$ cat src/rtl/if_stage_pkg.sv
// Shared selector encodings, state encoding and helpers for the fetch stage.
package if_stage_pkg;

  localparam logic [31:0] RESET_PC_DEFAULT = 32'h4000_0000;

  // Next-PC mux inputs, listed from highest to lowest priority.
  typedef enum logic [2:0] {
    NPC_SEL_BOOT = 3'd0,
    NPC_SEL_EX   = 3'd1,
    NPC_SEL_HOLD = 3'd2,
    NPC_SEL_ID   = 3'd3,
    NPC_SEL_SEQ  = 3'd4
  } npc_sel_e;

  localparam int unsigned NPC_SEL_NUM_INPUTS = 5;

  typedef enum logic {
    IF_STATE_BOOT = 1'b0,
    IF_STATE_RUN  = 1'b1
  } if_state_e;

  // Instructions are word aligned; low address bits are dropped silently.
  function automatic logic [31:0] align_word(input logic [31:0] addr);
    return {addr[31:2], 2'b00};
  endfunction

endpackage

$ cat src/rtl/if_stage_if.sv
// IF<->ID/EX control bundle: redirect/stall inputs and the PC/valid fed to ID.
interface if_stage_if;
  logic        ex_flush;
  logic [31:0] ex_pc_target;
  logic [31:0] if_pc_target;
  logic        if_target_taken;
  logic        id_stall;
  logic [31:0] id_pc;
  logic        id_inst_valid;

  modport master (
    input  ex_flush, ex_pc_target, if_pc_target, if_target_taken, id_stall,
    output id_pc, id_inst_valid
  );

  modport slave (
    output ex_flush, ex_pc_target, if_pc_target, if_target_taken, id_stall,
    input  id_pc, id_inst_valid
  );
endinterface

$ cat src/rtl/if_perf_ctr.sv
// Free-running event counter with enable; wraps modulo 2^CNT_W.
module if_perf_ctr #(
  parameter int unsigned CNT_W = 32
) (
  input  logic             clk,
  input  logic             rst_n,
  input  logic             i_en,
  output logic [CNT_W-1:0] o_count
);

  logic [CNT_W-1:0] r_count;

  // Count one event per enabled edge; cleared immediately on reset.
  always_ff @(posedge clk or negedge rst_n) begin
    if (!rst_n) begin
      r_count <= '0;
    end else if (i_en) begin
      r_count <= r_count + {{(CNT_W-1){1'b0}}, 1'b1};
    end
  end

  assign o_count = r_count;

endmodule

$ cat src/rtl/if_stage.sv
// Fetch stage: owns the fetch PC, selects next PC and drives the
// synchronous-read BIOS/IMEM addresses so data lines up with id_pc.
module if_stage
  import if_stage_pkg::*;
#(
  parameter logic [31:0] RESET_PC = RESET_PC_DEFAULT,
  parameter int unsigned BIOS_AW  = 12,
  parameter int unsigned IMEM_AW  = 14,
  parameter int unsigned CNT_W    = 32
) (
  input  logic               clk,
  input  logic               rst_n,
  if_stage_if.master         io_bus,
  output logic [BIOS_AW-1:0] o_bios_addr,
  output logic [IMEM_AW-1:0] o_imem_addr,
  output logic [CNT_W-1:0]   o_fetch_count,
  output logic [CNT_W-1:0]   o_redirect_count
);

  if_state_e   r_state;
  if_state_e   w_state_d;
  logic [31:0] r_pc;
  logic        r_inst_valid;
  npc_sel_e    w_sel;
  logic [31:0] w_npc_in [NPC_SEL_NUM_INPUTS];
  logic [31:0] w_next_pc;
  logic        w_run;
  logic        w_fetch_en;
  logic        w_redirect_en;

  // State register; BOOT is held while reset is asserted.
  always_ff @(posedge clk or negedge rst_n) begin
    if (!rst_n) begin
      r_state <= IF_STATE_BOOT;
    end else begin
      r_state <= w_state_d;
    end
  end

  // BOOT lasts a single edge; RUN is only left through reset.
  always_comb begin
    w_state_d = r_state;
    case (r_state)
      IF_STATE_BOOT: w_state_d = IF_STATE_RUN;
      IF_STATE_RUN:  w_state_d = IF_STATE_RUN;
    endcase
  end

  // Next-PC select; stall outranks the ID redirect, which ID re-asserts later.
  always_comb begin
    w_sel = NPC_SEL_SEQ;
    if (r_state == IF_STATE_BOOT) begin
      w_sel = NPC_SEL_BOOT;
    end else if (io_bus.ex_flush) begin
      w_sel = NPC_SEL_EX;
    end else if (io_bus.id_stall) begin
      w_sel = NPC_SEL_HOLD;
    end else if (io_bus.if_target_taken) begin
      w_sel = NPC_SEL_ID;
    end
  end

  assign w_npc_in[NPC_SEL_BOOT] = RESET_PC;
  assign w_npc_in[NPC_SEL_EX]   = io_bus.ex_pc_target;
  assign w_npc_in[NPC_SEL_HOLD] = r_pc;
  assign w_npc_in[NPC_SEL_ID]   = io_bus.if_pc_target;
  assign w_npc_in[NPC_SEL_SEQ]  = r_pc + 32'd4;

  assign w_next_pc = align_word(w_npc_in[w_sel]);

  // Fetch PC register; loads RESET_PC on the BOOT edge via the mux.
  always_ff @(posedge clk or negedge rst_n) begin
    if (!rst_n) begin
      r_pc <= RESET_PC;
    end else begin
      r_pc <= w_next_pc;
    end
  end

  // Memory data is valid from the first RUN cycle onward.
  always_ff @(posedge clk or negedge rst_n) begin
    if (!rst_n) begin
      r_inst_valid <= 1'b0;
    end else begin
      r_inst_valid <= (w_state_d == IF_STATE_RUN);
    end
  end

  assign w_run         = (r_state == IF_STATE_RUN);
  assign w_fetch_en    = w_run & r_inst_valid & ~io_bus.id_stall & ~io_bus.ex_flush;
  assign w_redirect_en = w_run & (io_bus.ex_flush | (io_bus.if_target_taken & ~io_bus.id_stall));

  if_perf_ctr #(
    .CNT_W (CNT_W)
  ) u_fetch_ctr (
    .clk     (clk),
    .rst_n   (rst_n),
    .i_en    (w_fetch_en),
    .o_count (o_fetch_count)
  );

  if_perf_ctr #(
    .CNT_W (CNT_W)
  ) u_redirect_ctr (
    .clk     (clk),
    .rst_n   (rst_n),
    .i_en    (w_redirect_en),
    .o_count (o_redirect_count)
  );

  assign o_bios_addr          = w_next_pc[BIOS_AW+1:2];
  assign o_imem_addr          = w_next_pc[IMEM_AW+1:2];
  assign io_bus.id_pc         = r_pc;
  assign io_bus.id_inst_valid = r_inst_valid;

endmodule

$ cat src/flat_wrapper.sv
// flat-port wrapper written by rule: the top's interface ports become plain ports
module if_stage_flat import if_stage_pkg::*;
#(
  parameter logic [31:0] RESET_PC = RESET_PC_DEFAULT,
  parameter int unsigned BIOS_AW  = 12,
  parameter int unsigned IMEM_AW  = 14,
  parameter int unsigned CNT_W    = 32
)
  (clk, rst_n, o_bios_addr, o_imem_addr, o_fetch_count, o_redirect_count, io_bus_ex_flush, io_bus_ex_pc_target, io_bus_if_pc_target, io_bus_if_target_taken, io_bus_id_stall, io_bus_id_pc, io_bus_id_inst_valid);
  if_stage_if io_bus_i ();
  input  logic clk;
  input  logic rst_n;
  output logic [BIOS_AW-1:0] o_bios_addr;
  output logic [IMEM_AW-1:0] o_imem_addr;
  output logic [CNT_W-1:0] o_fetch_count;
  output logic [CNT_W-1:0] o_redirect_count;
  input wire logic [$bits(io_bus_i.ex_flush)-1:0] io_bus_ex_flush;
  input wire logic [$bits(io_bus_i.ex_pc_target)-1:0] io_bus_ex_pc_target;
  input wire logic [$bits(io_bus_i.if_pc_target)-1:0] io_bus_if_pc_target;
  input wire logic [$bits(io_bus_i.if_target_taken)-1:0] io_bus_if_target_taken;
  input wire logic [$bits(io_bus_i.id_stall)-1:0] io_bus_id_stall;
  output wire logic [$bits(io_bus_i.id_pc)-1:0] io_bus_id_pc;
  output wire logic [$bits(io_bus_i.id_inst_valid)-1:0] io_bus_id_inst_valid;
  assign io_bus_i.ex_flush = io_bus_ex_flush;
  assign io_bus_i.ex_pc_target = io_bus_ex_pc_target;
  assign io_bus_i.if_pc_target = io_bus_if_pc_target;
  assign io_bus_i.if_target_taken = io_bus_if_target_taken;
  assign io_bus_i.id_stall = io_bus_id_stall;
  assign io_bus_id_pc = io_bus_i.id_pc;
  assign io_bus_id_inst_valid = io_bus_i.id_inst_valid;
  if_stage #(.RESET_PC(RESET_PC), .BIOS_AW(BIOS_AW), .IMEM_AW(IMEM_AW), .CNT_W(CNT_W)) u_core (.clk(clk), .rst_n(rst_n), .io_bus(io_bus_i), .o_bios_addr(o_bios_addr), .o_imem_addr(o_imem_addr), .o_fetch_count(o_fetch_count), .o_redirect_count(o_redirect_count));
endmodule
$ cat config.mk
export PLATFORM = sky130hd
export DESIGN_NAME = if_stage_flat
export DESIGN_NICKNAME = d
export VERILOG_FILES = /design/src/rtl/if_stage_pkg.sv /design/src/rtl/if_stage_if.sv /design/src/rtl/if_perf_ctr.sv /design/src/rtl/if_stage.sv /design/src/flat_wrapper.sv
export SDC_FILE = /design/constraint.sdc
export NUM_CORES = 1
export LEC_CHECK = 0
export ABC_AREA = 1
export CORE_ASPECT_RATIO = 1.4
export CORE_MARGIN = 5
export CORE_UTILIZATION = 52
export CTS_CLUSTER_DIAMETER = 120
export DETAILED_ROUTE_END_ITERATION = 12
export GPL_TIMING_DRIVEN = 0
export HOLD_SLACK_MARGIN = 0.08
export PLACE_DENSITY = 0.95
export SYNTH_ARGS = -nofsm -noshare
export SYNTH_HDL_FRONTEND = slang
export SYNTH_SLANG_ARGS = --single-unit
$ cat constraint.sdc
create_clock -name clk -period 5.3 [get_ports clk]
set_input_delay 1.06 -clock clk [delete_from_list [all_inputs] [get_ports clk]]
set_output_delay 1.06 -clock clk [all_outputs]
set_load 0.005 [all_outputs]
-- Yosys cells after proc, flatten, opt, wreduce, memory -nomap -nowiden
Index checks and enable logic that the tools add are counted.
- flip-flop bits (word level): 95
- word-level logic and storage cells: 23
- add/sub/neg operators: 3
- order comparisons: 1
- multiplexer cells: 7
- bitwise operators: 8
- operator list (operator ; number):
    binary-select mux 32 bit (select 3 bit) ; 1
    adder 32 x 1 -> 32 bit (second input constant) ; 2
    2-to-1 mux 32 bit ; 2
    adder 32 x 3 -> 32 bit (second input constant) ; 1
    2-to-1 mux 3 bit ; 4
    AND 1 bit ; 4
    greater-or-equal comparator 4 bit (second input constant) ; 1
    NOT 3 -> 4 bit ; 1
    NOT 1 bit ; 2
    OR 1 bit ; 1

-- Longest topological paths before layout
Gate-level depths: netlist of run 1.
- depth in word-level cells: 8
- depth in mapped cells: 10
- mapped depth without buffers: 9

-- Hierarchy
A second synthesis of run 1 with hierarchy kept.
- cell total of the unflattened synthesis: 881
- area total of the unflattened synthesis: 6328.6 µm²
- by module, submodules not included (module ; instances ; cells an instance ; area each (µm²) ; seq. area each (µm²)):
    if_stage ; 1 ; 419 ; 2758.9 ; 777.0
    if_perf_ctr (u_core.u_redirect_ctr) ; 1 ; 233 ; 1808.0 ; 800.8
    if_perf_ctr (u_core.u_fetch_ctr) ; 1 ; 229 ; 1761.7 ; 800.8

-- Least setup slack after synthesis of run 1
Ideal clock, no wire load.
- path kind: input to output
- start point: input io_bus_ex_flush
- end point: output o_imem_addr[12]
- arrival: 2.174 ns
- data required time: 4.240 ns
- slack: 2.066 ns
- stages: 9
- path through: inv_1 -> nand2_1 -> a21oi_2 -> nor2_1 -> buf_2 -> buf_2 -> a21oi_1 -> nand2_1 -> buf_4
- word-level cells in the longest chain between the ends: 6
- ends and longest elaborated chain (item ; line ; text):
    start: declaration ; flat_wrapper.sv:17 ; input wire logic [$bits(io_bus_i.ex_flush)-1:0] io_bus_ex_flush;
    2-to-1 mux 3 bit ; if_stage.sv:54 ; end else if (io_bus.ex_flush) begin
    2-to-1 mux 3 bit ; if_stage.sv:52 ; if (r_state == IF_STATE_BOOT) begin
    NOT 3 -> 4 bit (implied by the code) ; if_stage.sv:69 ; assign w_next_pc = align_word(w_npc_in[w_sel]);
    binary-select mux 32 bit (select 3 bit) ; if_stage.sv:69 ;
    2-to-1 mux 32 bit (implied by the code) (2 in series) ; if_stage.sv:69 ;
    end: declaration ; flat_wrapper.sv:14 ; output logic [IMEM_AW-1:0] o_imem_addr;
Every way passes these cells. The select of a mux whose other input is x is not followed.

-- Worst setup path in the final report of run 1
- start point: input io_bus_if_target_taken
- end point: output o_bios_addr[6]
- word-level cells in the longest chain between the ends: 8
- ends and longest elaborated chain (item ; line ; text):
    start: declaration ; flat_wrapper.sv:20 ; input wire logic [$bits(io_bus_i.if_target_taken)-1:0] io_bus_if_target_taken;
    2-to-1 mux 3 bit ; if_stage.sv:58 ; end else if (io_bus.if_target_taken) begin
    2-to-1 mux 3 bit ; if_stage.sv:56 ; end else if (io_bus.id_stall) begin
    2-to-1 mux 3 bit ; if_stage.sv:54 ;
    2-to-1 mux 3 bit ; if_stage.sv:52 ;
    NOT 3 -> 4 bit (implied by the code) ; if_stage.sv:69 ;
    binary-select mux 32 bit (select 3 bit) ; if_stage.sv:69 ;
    2-to-1 mux 32 bit (implied by the code) (2 in series) ; if_stage.sv:69 ;
    end: declaration ; flat_wrapper.sv:13 ; output logic [BIOS_AW-1:0] o_bios_addr;
Every way passes these cells. The select of a mux whose other input is x is not followed.

==> results.json, run 1 <==
{
  "placed_cells_incl_taps": 1257,
  "core-area_um2": 11800,
  "slowest_delay_ns": 0.54,
  "crit_chain": "clkdlybuf4s50_1 -> inv_2 -> o21ai_1 -> nand2_2 -> nor2_1 -> buf_2 -> buf_2 -> nand2_1 -> o211ai_1 -> buf_4 -> clkdlybuf4s50_1",
  "crit_fanout": 10,
  "clock_sinks": 95,
  "worstSkewPairLatency_ns": 0.35,
  "peakVddDrop_mv": 0.154,
  "die_y_um": 140,
  "first_global_vias": 6780,
  "worstSetupPathType": "primary input to primary output",
  "drc": 0,
  "cts_tree": "built",
  "fin_cells": 1273,
  "globalplace.congestion": 0.917,
  "die-width_um": 103,
  "start_util": 0.527,
  "fillers": 941,
  "ys_ff_latch": 95,
  "total_power_mw": 1.97,
  "dp_hpwl_um": 15900,
  "clockBufferDepth": 2,
  "drt_iter0_markers": 424,
  "maxCapViolCount": 0,
  "rsz0062_at_grt": "false",
  "multiInputGateArea_um2": 3330,
  "ys_warn_count": 0,
  "hold_depth": 1,
  "skew_ns": 0.0102,
  "die_area_um2": 14300,
  "cts_resized": 0,
  "power_leakage_nw": 3.71,
  "ant_nets": 0,
  "antenna_cells": 0,
  "layout.nets": 1193,
  "area_growth_pct": 37.7,
  "drv_slew": 0,
  "path_delay_family": "buffers and inverters",
  "postSynthAreaPerCell_um2": 6.75,
  "status": "complete, no violations",
  "hp-class": "register to register",
  "ys_seq_area_frac": 0.381,
  "postCtsHoldBufs": 0,
  "critical_path_arrival_ns": 3.59,
  "fin_hold_ws_ns": 0.529,
  "netlist_area_um2": 6230,
  "cp.buffers_inverters": 6,
  "pre_cts_ws_ns": 0.659,
  "root_buffer": "clkbuf_16",
  "dr.pass1.iters": 8,
  "vias_per_cell": 5.42,
  "seq_area_um2": 2380,
  "worst-path-stages": 11,
  "grt_max_degree": 56,
  "netlist_instances": 923,
  "max_slew.worst_pin.slew_ns": 0.600,
  "synth-edff-count": 0,
  "antenna_found_initial": 0,
  "cts_buffers": 9,
  "slew_headroom": 0.600,
  "ys.flop_type": "dfrtp_1",
  "async_flop_share": 1.00,
  "ys_types": 36,
  "clock.fmax_mhz": 215,
  "cp.required_ns": 4.24,
  "final_core_util": 0.726,
  "htree_levels": 3,
  "routedWlPerCell_um": 16.0,
  "grt_usage": 0.283,
  "hold_viol_final": 0,
  "r2r_cells": 8,
  "final-setup-viol-count": 0,
  "crit_slowest_cell": "clkdlybuf4s50_1",
  "critPathCaptureType": "primary output",
  "row_count": 47,
  "drive_gt1_frac": 0.0639,
  "setup_ws_ns": 0.651,
  "routed_wl_um": 20400,
  "start_kind": "primary input",
  "fin_crit_ns": 4.65,
  "post-cts-setup-buffers": 0,
  "overflow": 0,
  "dr_total_vias": 6905,
  "powerDensity_nw_per_um2": 230,
  "port_buffers": 185,
  "fin_crit_sh": 0.877,
  "grt_pass1_wl_um": 32300,
  "clkTransAtPathRegs_ns": 0.07,
  "io_pins": 192
}
## layout make-up
| cell class | instances | share of cell area |
|---|---|---|
| buffer | 45 | 0.0332 |
| clock buffer | 9 | 0.0262 |
| clock inverter | 7 | 0.00700 |
| inverter | 65 | 0.0284 |
| multi-input combinational | 719 | 0.388 |
| sequential | 95 | 0.277 |
| tap | 147 | 0.0214 |
| timing repair buffer | 186 | 0.219 |
## path summary, 6_finish.rpt
check / from / to / slack, ns
max in group asynchronous: rst_n / u_core.io_bus.id_pc[6] / 3.93
max: io_bus_if_target_taken / o_bios_addr[6] / 0.65
max reg2reg: u_core.io_bus.id_pc[2] / u_core.io_bus.id_pc[12] / 3.35
min in group asynchronous: rst_n / u_core.u_fetch_ctr.o_count[28] / 0.70
min: u_core.u_redirect_ctr.o_count[6] / u_core.u_redirect_ctr.o_count[6] / 0.53
min reg2reg: u_core.u_redirect_ctr.o_count[6] / u_core.u_redirect_ctr.o_count[6] / 0.53
## layer usage
layer  track usage  vias to the layer above  routed length [µm]
met5             0                        -                   0
li1              -                     3295                   -
met1         0.337                     3279                7770
met3        0.0516                       47                1350
met2         0.502                      284               10700
met4        0.0954                        0                 548
## cell usage in the layout (no fill, tap or decap), types with 2 or more instances in the layout
| cell | count |
|---|---|
| a21oi_1 | 17 |
| a22oi_1 | 15 |
| and2_1 | 2 |
| and3_1 | 2 |
| buf_2 | 9 |
| buf_4 | 29 |
| clkbuf_1 | 8 |
| clkbuf_16 | 9 |
| clkdlybuf4s50_1 | 184 |
| conb_1 | 3 |
| dfrtp_1 | 94 |
| ha_1 | 3 |
| inv_1 | 61 |
| inv_2 | 3 |
| inv_6 | 4 |
| nand2_1 | 348 |
| nand3_1 | 70 |
| nand3b_1 | 8 |
| nand4_1 | 11 |
| nor2_1 | 134 |
| nor2_2 | 7 |
| nor2_4 | 2 |
| nor3_1 | 15 |
| nor4_1 | 2 |
| o211ai_1 | 5 |
| o21ai_0 | 17 |
| o21ai_1 | 2 |
| o21bai_1 | 2 |
| xnor2_1 | 15 |
| xor2_1 | 32 |
## stage by stage
stage	TNS (ns)	area [µm²]
after floorplan	0	6240
after global placement	-39.01	8270
after detailed placement	0	8300
after CTS	0	8580
after global routing	0	8580
final	0	8580
## cell usage after synthesis (2+ instances only)
cell type	instances	area (µm²)
a21oi_1	17	85.1
a22oi_1	15	113
and2_1	2	12.5
and3_1	2	12.5
buf_2	9	45.0
buf_4	28	210
clkbuf_1	8	30.0
conb_1	2	7.51
dfrtp_1	94	2350
ha_1	3	37.5
inv_1	61	229
inv_2	3	11.3
nand2_1	348	1310
nand3_1	70	350
nand3b_1	8	60.1
nand4_1	11	68.8
nor2_1	134	503
nor2_2	7	43.8
nor2_4	2	22.5
nor3_1	15	75.1
nor4_1	2	12.5
o211ai_1	5	37.5
o21ai_0	17	85.1
o21ai_1	2	10.0
o21bai_1	2	15.0
xnor2_1	15	131
xor2_1	32	280
## report_power, final
part           switching [mW]  total, mW  internal [mW]
sequential             0.0937      0.879          0.785
clock                   0.320      0.649          0.329
combinational           0.188      0.445          0.257
total                   0.602       1.97           1.37
## worst reg2reg max path, delay by kind of cell (launching register included)
family / cells / cell delay, ns
XOR/XNOR: 1 / 0.19
adder cells (fa/ha/maj): 1 / 0.23
flip-flops: 1 / 0.41
AND/OR/NAND/NOR: 6 / 1.05
## logic make-up after synthesis
kind of cell,Yosys count,synth area share
and+or+nand+nor,605,0.401
buffers and inverters,110,0.0849
DFF,95,0.381
AOI/OAI and AO/OA,61,0.0592
xor gates and xnor gates,47,0.0660
adders and majority gates,3,0.00602
other,2,0.00120
No activity file was read; power rests on OpenSTA's default activity.
==> run 2: changes to the inputs <==
CORE_ASPECT_RATIO = 0.75   (was 1.4)
==> run 2 against run 1 <==
- sequential share of layout area down 0.13 points
- largest cell class unchanged
- largest power group unchanged
- clock power up 2%
- critical path depth unchanged
- global-route usage up 0.35 points
- clock skew down 0.0012 ns
==> results.json, run 2 (synthesis gave the netlist of run 1 again) <==
{
  "r2r_cells": 7,
  "drive_gt1_frac": 0.0639,
  "peakVddDrop_mv": 0.205,
  "fin_cells": 1288,
  "slowest_delay_ns": 0.54,
  "cp.required_ns": 4.24,
  "root_buffer": "clkbuf_16",
  "first_global_vias": 6598,
  "final_cell_mix": "nand2_1, clkdlybuf4s50_1, nor2_1, dfrtp_1, nand3_1",
  "r2r_slack_ns": 3.24,
  "ant_nets": 0,
  "start_kind": "primary input",
  "cts_resized": 0,
  "crit_start": "io_bus_if_target_taken",
  "post-cts-setup-buffers": 0,
  "layout.nets": 1193,
  "fin_crit_sh": 0.900,
  "cts_tree": "built",
  "total_power_mw": 2.00,
  "drc": 0,
  "row_count": 34,
  "routedWlPerCell_um": 15.8,
  "placed_cells_incl_taps": 1272,
  "cts_buffers": 9,
  "io_pins": 192,
  "cp-endpoint": "o_imem_addr[6]",
  "slew_headroom": 0.590,
  "die_area_um2": 14300,
  "core-area_um2": 11700,
  "crit_fanout": 10,
  "rr_endpoint": "u_core.io_bus.id_pc[8]",
  "htree_levels": 3,
  "status": "complete, no violations",
  "die_y_um": 105,
  "dr_total_vias": 6851,
  "powerDensity_nw_per_um2": 231,
  "drv_slew": 0,
  "overflow": 0,
  "port_buffers": 185,
  "cp.buffers_inverters": 6,
  "die-width_um": 136,
  "area_growth_pct": 38.3,
  "start_util": 0.535,
  "drt_iter0_markers": 607,
  "crit_chain": "clkdlybuf4s50_1 -> inv_2 -> o21ai_1 -> nand2_2 -> nor2_1 -> buf_2 -> buf_2 -> nand2_1 -> o211ai_1 -> buf_4 -> clkdlybuf4s50_1",
  "antenna_found_initial": 1,
  "maxCapViolCount": 0,
  "path_delay_family": "buffers and inverters",
  "vias_per_cell": 5.32,
  "hold_viol_final": 0,
  "fin_crit_ns": 4.77,
  "fin_hold_ws_ns": 0.512,
  "max_slew.worst_pin.slew_ns": 0.615,
  "grt_max_degree": 60,
  "rsz0062_at_grt": "false",
  "crit_slowest_cell": "clkdlybuf4s50_1",
  "grt_pass1_wl_um": 32600,
  "antenna_cells": 0,
  "clock.fmax_mhz": 210,
  "clockBufferDepth": 2,
  "grt_usage": 0.287,
  "dr.pass1.iters": 5,
  "r2r_start": "u_core.r_state",
  "worstSkewPairLatency_ns": 0.35,
  "power_leakage_nw": 3.71,
  "worst-path-stages": 11,
  "setup_tns_ns": 0,
  "dp_hpwl_um": 16200,
  "final_common_cell": "nand2_1",
  "routed_wl_um": 20400,
  "critPathCaptureType": "primary output",
  "hp-class": "register to register",
  "postCtsHoldBufs": 0,
  "final-setup-viol-count": 0,
  "skew_ns": 0.00902,
  "globalplace.congestion": 1.06,
  "clkTransAtPathRegs_ns": 0.06,
  "critical_path_arrival_ns": 3.71,
  "clock_sinks": 95,
  "worstSetupPathType": "primary input to primary output"
}
-- run 2: cell types whose count changed in the layout (fill, tap and decap cells not counted) --
cell,before,now
bufinv_16,0,1
inv_6,4,1
inv_8,1,0
clkbuf_8,0,1
clkinvlp_4,0,2
-- run 2: how the worst min path moves through the flow --
stage	cells past startpoint	endpoint	from	slack, ns
2_1_floorplan	1	u_core.u_fetch_ctr.o_count[10]	u_core.u_fetch_ctr.o_count[10]	0.50
3_3_place_gp	1	u_core.u_fetch_ctr.o_count[4]	u_core.u_fetch_ctr.o_count[4]	0.50
3_5_place_dp	1	u_core.u_fetch_ctr.o_count[4]	u_core.u_fetch_ctr.o_count[4]	0.50
4_1_cts	1	u_core.u_fetch_ctr.o_count[19]	u_core.u_fetch_ctr.o_count[19]	0.52
5_1_grt	1	u_core.u_fetch_ctr.o_count[6]	u_core.u_fetch_ctr.o_count[6]	0.55
6_report	1	u_core.u_fetch_ctr.o_count[19]	u_core.u_fetch_ctr.o_count[19]	0.51
-- run 2: worst register-to-register path, cell delays in order, from the launching register on --
cell and delay (ns):
dfrtp_1 0.40, nand2_1 0.12, a21oi_2 0.48, nor2_1 0.13, buf_2 0.22, buf_2 0.23, nand2_1 0.09, o211ai_1 0.20
-- run 2: metal layers --
metal	global-route usage	up-vias	part of all wire
li1	-	3295	-
met1	0.366	3152	0.40
met2	0.456	350	0.46
met3	0.0975	52	0.11
met4	0.0978	2	0.028
met5	0	-	0.00034
-- run 2: cell type report --
class                   count  area (µm²)
plain buffers              45         285
inverters                  65         244
clock inverters             6        67.6
fillers                   893        3030
well taps                 162         203
clock buffers              10         239
repair buffers            186        1880
multi-input cells         719        3330
flip-flops and latches     95        2380
-- run 2: report_power, final --
group          leakage (nW)  total (mW)  internal [mW]  switching [mW]
registers              1.26       0.877          0.786          0.0906
logic                  2.30       0.454          0.257           0.196
clock network         0.145       0.665          0.380           0.285
total                  3.71        2.00           1.42           0.571
-- run 2: stage by stage --
| stage | setup slack [ns] | instance area [µm²] | utilization |
|---|---|---|---|
| final | 0.532 | 8620 | 0.740 |
| after global routing | 0.397 | 8620 | 0.740 |
| after CTS | 0.542 | 8620 | 0.740 |
| after detailed placement | 0.546 | 8320 | 0.714 |
| after global placement | -0.313 | 8290 | 0.711 |
| after floorplan | 2.07 | 6240 | - |
